$ cat src/rtl/i2c_slave.sv
// I2C target for one 7-bit address; write bytes out as strobes, read bytes fetched via tx_req/tx_stb.
// Latency: 3 clk from pad to decision; backpressure: SCL is stretched while waiting for read data.
module i2c_slave #(
    parameter logic [6:0] ADDR       = 7'h50,
    parameter int         HOLD_CYC   = 4,
    parameter bit         STRETCH_EN = 1'b1
) (
    input  logic       clk,
    input  logic       rst,
    input  logic       scl_in,
    input  logic       sda_in,
    output logic       scl_out,
    output logic       sda_out,
    output logic [7:0] rx_dat,
    output logic       rx_stb,
    output logic       tx_req,
    input  logic [7:0] tx_dat,
    input  logic       tx_stb,
    input  logic       tx_nak,
    output logic       busy,
    output logic       rd_done
);

    typedef enum logic [2:0] {
        S_IDLE, S_ADDR, S_AACK, S_WRX, S_WACK, S_TXW, S_RTX, S_RACK
    } state_t;

    localparam logic [3:0] HOLD = 4'(HOLD_CYC);

    state_t     state, state_nx;
    logic [1:0] scl_sync, sda_sync;
    logic       scl_q, sda_q;
    logic [2:0] bit_cnt, bit_nx;
    logic [7:0] sr, sr_nx;
    logic       ph, ph_nx;
    logic       rw, rw_nx;
    logic       nak_q, nak_nx;
    logic       busy_nx, rx_stb_nx, tx_req_nx, rd_done_nx;
    logic [7:0] rx_dat_nx;
    logic       drv_val, drv_nx;
    logic [3:0] hold_cnt, hold_nx;
    logic       sda_nx, scl_nx;
    logic       rel_pend, rel_nx;

    logic scl_s, sda_s, scl_rise, scl_fall, start_det, stop_det;

    assign scl_s     = scl_sync[1];
    assign sda_s     = sda_sync[1];
    assign scl_rise  = scl_s & ~scl_q;
    assign scl_fall  = ~scl_s & scl_q;
    assign start_det = scl_s & scl_q & sda_q & ~sda_s;
    assign stop_det  = scl_s & scl_q & ~sda_q & sda_s;

    always_ff @(posedge clk or posedge rst) begin
        if (rst) begin
            scl_sync <= 2'b11;
            sda_sync <= 2'b11;
            scl_q    <= 1'b1;
            sda_q    <= 1'b1;
        end else begin
            scl_sync <= {scl_sync[0], scl_in};
            sda_sync <= {sda_sync[0], sda_in};
            scl_q    <= scl_sync[1];
            sda_q    <= sda_sync[1];
        end
    end

    always_ff @(posedge clk or posedge rst) begin
        if (rst) begin
            state    <= S_IDLE;
            bit_cnt  <= 3'd7;
            sr       <= 8'h00;
            ph       <= 1'b0;
            rw       <= 1'b0;
            nak_q    <= 1'b0;
            busy     <= 1'b0;
            rx_dat   <= 8'h00;
            rx_stb   <= 1'b0;
            tx_req   <= 1'b0;
            rd_done  <= 1'b0;
            drv_val  <= 1'b1;
            hold_cnt <= 4'd0;
            sda_out  <= 1'b1;
            scl_out  <= 1'b1;
            rel_pend <= 1'b0;
        end else begin
            state    <= state_nx;
            bit_cnt  <= bit_nx;
            sr       <= sr_nx;
            ph       <= ph_nx;
            rw       <= rw_nx;
            nak_q    <= nak_nx;
            busy     <= busy_nx;
            rx_dat   <= rx_dat_nx;
            rx_stb   <= rx_stb_nx;
            tx_req   <= tx_req_nx;
            rd_done  <= rd_done_nx;
            drv_val  <= drv_nx;
            hold_cnt <= hold_nx;
            sda_out  <= sda_nx;
            scl_out  <= scl_nx;
            rel_pend <= rel_nx;
        end
    end

    always_comb begin
        state_nx   = state;
        bit_nx     = bit_cnt;
        sr_nx      = sr;
        ph_nx      = ph;
        rw_nx      = rw;
        nak_nx     = nak_q;
        busy_nx    = busy;
        rx_dat_nx  = rx_dat;
        rx_stb_nx  = 1'b0;
        tx_req_nx  = 1'b0;
        rd_done_nx = 1'b0;
        drv_nx     = drv_val;
        hold_nx    = (hold_cnt != 4'd0) ? hold_cnt - 4'd1 : 4'd0;
        sda_nx     = (hold_cnt == 4'd1) ? drv_val : sda_out;
        scl_nx     = rel_pend ? 1'b1 : scl_out;
        // Stretch ends one cycle after the first read bit reaches the pad.
        rel_nx     = (hold_cnt == 4'd1) && (state == S_RTX) && !scl_out;

        if (stop_det) begin
            state_nx = S_IDLE;
            busy_nx  = 1'b0;
            sda_nx   = 1'b1;
            scl_nx   = 1'b1;
            drv_nx   = 1'b1;
            hold_nx  = 4'd0;
            rel_nx   = 1'b0;
        end else if (start_det) begin
            state_nx = S_ADDR;
            bit_nx   = 3'd7;
            ph_nx    = 1'b0;
            sda_nx   = 1'b1;
            scl_nx   = 1'b1;
            drv_nx   = 1'b1;
            hold_nx  = 4'd0;
            rel_nx   = 1'b0;
        end else begin
            case (state)
                S_IDLE: ;
                S_ADDR: if (scl_rise) begin
                    sr_nx  = {sr[6:0], sda_s};
                    bit_nx = bit_cnt - 3'd1;
                    if (bit_cnt == 3'd0) begin
                        if (sr[6:0] == ADDR) begin
                            state_nx = S_AACK;
                            rw_nx    = sda_s;
                            ph_nx    = 1'b0;
                        end else begin
                            state_nx = S_IDLE;
                            busy_nx  = 1'b0;
                        end
                    end
                end
                // ph=0: fall ending bit 8 (start ACK); ph=1: fall ending the ACK.
                S_AACK: if (scl_fall) begin
                    hold_nx = HOLD;
                    if (!ph) begin
                        drv_nx  = 1'b0;
                        ph_nx   = 1'b1;
                        busy_nx = 1'b1;
                    end else begin
                        drv_nx = 1'b1;
                        ph_nx  = 1'b0;
                        if (rw) begin
                            tx_req_nx = 1'b1;
                            state_nx  = S_TXW;
                            scl_nx    = !STRETCH_EN;
                        end else begin
                            state_nx = S_WRX;
                        end
                    end
                end
                S_WRX: if (scl_rise) begin
                    sr_nx  = {sr[6:0], sda_s};
                    bit_nx = bit_cnt - 3'd1;
                    if (bit_cnt == 3'd0) begin
                        rx_dat_nx = {sr[6:0], sda_s};
                        rx_stb_nx = 1'b1;
                        nak_nx    = tx_nak;
                        state_nx  = S_WACK;
                        ph_nx     = 1'b0;
                    end
                end
                S_WACK: if (scl_fall) begin
                    hold_nx = HOLD;
                    if (!ph) begin
                        drv_nx = nak_q;
                        ph_nx  = 1'b1;
                    end else begin
                        drv_nx   = 1'b1;
                        ph_nx    = 1'b0;
                        state_nx = S_WRX;
                    end
                end
                S_TXW: begin
                    if (tx_stb && (STRETCH_EN || !scl_s)) begin
                        sr_nx    = tx_dat;
                        drv_nx   = tx_dat[7];
                        hold_nx  = HOLD;
                        state_nx = S_RTX;
                        bit_nx   = 3'd7;
                        ph_nx    = 1'b0;
                    end else if (!STRETCH_EN && scl_rise) begin
                        // No data in time and no stretching: bit 7 already went out released.
                        sr_nx    = 8'hff;
                        state_nx = S_RTX;
                        bit_nx   = 3'd6;
                        ph_nx    = 1'b0;
                    end
                end
                // ph marks that the 8th bit has been clocked.
                S_RTX: begin
                    if (scl_rise) begin
                        bit_nx = bit_cnt - 3'd1;
                        if (bit_cnt == 3'd0) ph_nx = 1'b1;
                        if (sda_out && !sda_s) begin
                            state_nx = S_IDLE;
                            drv_nx   = 1'b1;
                            sda_nx   = 1'b1;
                            scl_nx   = 1'b1;
                            hold_nx  = 4'd0;
                            rel_nx   = 1'b0;
                        end
                    end else if (scl_fall) begin
                        hold_nx = HOLD;
                        if (ph) begin
                            drv_nx   = 1'b1;
                            ph_nx    = 1'b0;
                            state_nx = S_RACK;
                        end else begin
                            sr_nx  = {sr[6:0], 1'b0};
                            drv_nx = sr[6];
                        end
                    end
                end
                S_RACK: begin
                    if (scl_rise && sda_s) begin
                        rd_done_nx = 1'b1;
                        state_nx   = S_IDLE;
                    end else if (scl_fall) begin
                        tx_req_nx = 1'b1;
                        state_nx  = S_TXW;
                        scl_nx    = !STRETCH_EN;
                    end
                end
                default: state_nx = S_IDLE;
            endcase
        end
    end

endmodule

$ cat config.mk
export PLATFORM = sky130hd
export DESIGN_NAME = i2c_slave
export DESIGN_NICKNAME = d
export VERILOG_FILES = /design/src/rtl/i2c_slave.sv
export SDC_FILE = /design/constraint.sdc
export NUM_CORES = 1
export LEC_CHECK = 0
export ABC_AREA = 1
export BUFFER_PORTS_ARGS = -buffer_cell sky130_fd_sc_hd__buf_2
export CAP_MARGIN = 15
export CORE_ASPECT_RATIO = 0.5
export CORE_MARGIN = 5
export CORE_UTILIZATION = 59
export CTS_CLUSTER_DIAMETER = 30
export DETAILED_ROUTE_END_ITERATION = 6
export HOLD_SLACK_MARGIN = 0.15
export PLACE_DENSITY = 0.8
export SYNTH_ARGS = -nofsm -noshare
export SYNTH_HDL_FRONTEND = slang
export SYNTH_SLANG_ARGS = --single-unit
$ cat constraint.sdc
create_clock -name clk -period 2.1 [get_ports clk]
set_input_delay 0.42 -clock clk [delete_from_list [all_inputs] [get_ports clk]]
set_output_delay 0.42 -clock clk [all_outputs]
set_load 0.03 [all_outputs]
==> run summary <==
status -> finished, final reports clean
vias in the first global route -> 2,366
GRT overflow -> 0
clk_lat worst skew -> 0.31 ns
Rows -> 17
CTS tree -> done
commonest non-fill, non-tap cells in the layout -> nand2_1, nor2_1, inv_1
Worst-Margin Slew -> 0.587 ns
Final Slew Violations -> 0
number of enable flip-flop cells after synthesis -> 0
GRT Total Usage -> 23.6%
synth-to-layout area growth -> 10.4%
Register-to-Register Path Depth -> 9
Mapped Nets -> 367
Initial DRC Count -> 178
Final #Nets -> 401
first-pass GRT wire length -> 11,500 um
FFs w/ async S/R, synth -> 100%
diode count -> 0
gr busiest metal -> met2
fillers -> 377
final period utilization -> 94.8%
DIE HEIGHT -> 58.4 um
clk sinks -> 42
Core ar. -> 4470 um2
synthesized cell area -> 2770 um2
post-synthesis sequential area ratio -> 38.5%
CP arrival -> 2.19 ns
crit start category -> flip-flop
GP Congestion -> 1.00
Hold Violations, Final -> 0
CP required -> 2.30 ns
I/O pin total -> 28
crit path time final -> 1.99 ns
Seq. cell area -> 1070 um2
Crit Path Category -> flip-flop to flip-flop
Root Buffer -> clkbuf_8
Pre-antenna DRT Iters -> 5
Clock Pin Slew Worst Setup and Hold Paths -> 0.09 ns
Die Wd -> 107 um
area of the multi-input gates -> 1450 um2
DRC Markers -> 0
Max-Slew Margin vs Limit -> 60.8%
routed vias/inst -> 5.69
unrepaired setup endpoints after global routing -> false
final number of setup-violating endpoints -> 0
Max Fclk -> 0.502 GHz
worst-path fanout max -> 8
Worst Setup End Kind -> flip-flop
CTS buffer count -> 5
met2 Resource Use GR -> 36.6%
Routed Antenna Nets -> 0
IO Port Bufs -> 27
number of stages on the worst hold path -> 1
Worst Clk Skew -> 0.0140 ns
register bit total from synthesis -> 42
fraction of layout instances using a drive strength above 1 -> 27.2%
setup TNS -> 0 ns
cells after synthesis -> 348
worst IR drop on VDD -> 0.420 mV
leak pwr -> 0.00161 uW
# Max-Cap Violations -> 0
DP HPWL -> 5220 um
Starting Density -> 62.0%
power per cell area -> 621 nW/um2
Die Footprint -> 6250 um2
Top FF cell, synth -> dfrtp_1
grt met3 use -> 5.26%
Hold WS -> 0.210 ns
initial antenna violation count -> 0
HP Class -> primary input to flip-flop
H-Tree Depth -> 2
synthesized area per cell -> 7.96 um2
DR WL/cell -> 15.5 um
YS warnings -> 0
most common cell after layout, fill and taps aside -> nand2_1
M1 GR Usage -> 33.7%
largest net degree at the start of global routing -> 43
total vias in the final route -> 2,503
post-synthesis cell type count -> 35
DRT Wirelength -> 6830 um
clock buffer depth -> 2
[routing by layer]
| layer | share of wire, % | up-vias | wire (um) |
|---|---|---|---|
| met3 | 8.4 | 12 | 576 |
| met2 | 44 | 118 | 2990 |
| li1 | - | 1202 | - |
| met4 | 1.0 | 0 | 69 |
| met5 | 0 | - | 0 |
| met1 | 47 | 1171 | 3190 |
[power by group]
group / total (uW) / switching, uW / internal (uW) / leakage, uW
Clock: 576 / 304 / 272 / 0.0000489
Sequential: 960 / 73.2 / 887 / 0.000537
Combinational: 361 / 225 / 136 / 0.00103
Total: 1900 / 602 / 1290 / 0.00161
[logic make-up (layout without fill, tap and decap cells)]
group | after synthesis | in the layout | synth area share, %
AO/OA/AOI/OAI | 52 | 52 | 11.8
AND/OR/NAND/NOR | 194 | 194 | 36.3
buffers and inverters | 50 | 85 | 9.40
multiplexers | 4 | 4 | 1.45
adder cells (fa/ha/maj) | 5 | 5 | 2.26
flip-flops | 42 | 42 | 38.5
XOR/XNOR | 1 | 1 | 0.316
[per-stage QoR]
step	instance area, um2	cells	total power, uW	util (%)	worst slack [ns]
2_1_floorplan	2770	348	1250	-	0.425
3_3_place_gp	2930	429	1310	65.6	0.155
3_5_place_dp	2930	429	1330	65.6	0.0615
4_1_cts	3030	437	1900	67.7	0.0420
5_1_grt	3060	440	2010	68.4	0.00101
6_report	3060	440	1900	68.4	0.108
[worst paths after layout]
path / from / endpoint / slack [ns]
worst max-delay path: state[0] / ph / 0.11
worst min-delay path: scl_in / scl_sync[0] / 0.21
worst max register to register: state[0] / ph / 0.11
worst min register to register: scl_sync[0] / scl_sync[1] / 0.35
max in group asynchronous: rst / sda_sync[1] / 1.49
min in group asynchronous: rst / sr[0] / 0.23
[critical path: stages, from the launching register on]
cell and delay [ns]:
dfrtp_1 0.69, inv_6 0.10, nand3_1 0.28, nand2_2 0.16
nand2_1 0.13, o21ai_1 0.10, o21ai_1 0.23, nand2_1 0.08
nand2_1 0.06, nand2_1 0.06
[area by class of cell]
type	instances	area share, %
clock buffers	7	2.82
well taps	57	2.33
inverters	40	5.32
repair buffers	37	6.88
flip-flops and latches	42	34.9
clock inverters	1	0.287
multi-input cells	256	47.5
[synth_stat cells, types with 3 or more instances]
cell,n,share of area [%]
nand3_1,24,4.3
nand2_1,85,12
inv_1,32,4.3
a31oi_1,4,0.90
o21ai_0,13,2.3
nor3_1,7,1.3
nand3_4,7,4.4
o21ai_2,12,3.8
mux2i_1,4,1.4
ha_1,5,2.3
a21oi_1,12,2.2
nand4_1,7,1.6
nand2_2,6,1.4
dfstp_2,12,11
nand4_2,3,1.4
nor2_1,44,6.0
inv_2,4,0.54
o21ai_1,5,0.90
buf_6,8,3.3
inv_4,3,0.68
dfrtp_1,30,27
[sequential cells by signal, summed over array words and instances, names as in the netlist, 2 cells and up]
register,count
scl_sync,2
sda_sync,2
state,3
sr,7
rx_dat,8
bit_cnt,3
hold_cnt,4
[what timing repair did]
action	CTS	global route
gates resized for setup	0	1
setup endpoints to repair	0	8
hold buffers	0	0
buffers inserted	0	3
Power figures use the tool's default switching activity.
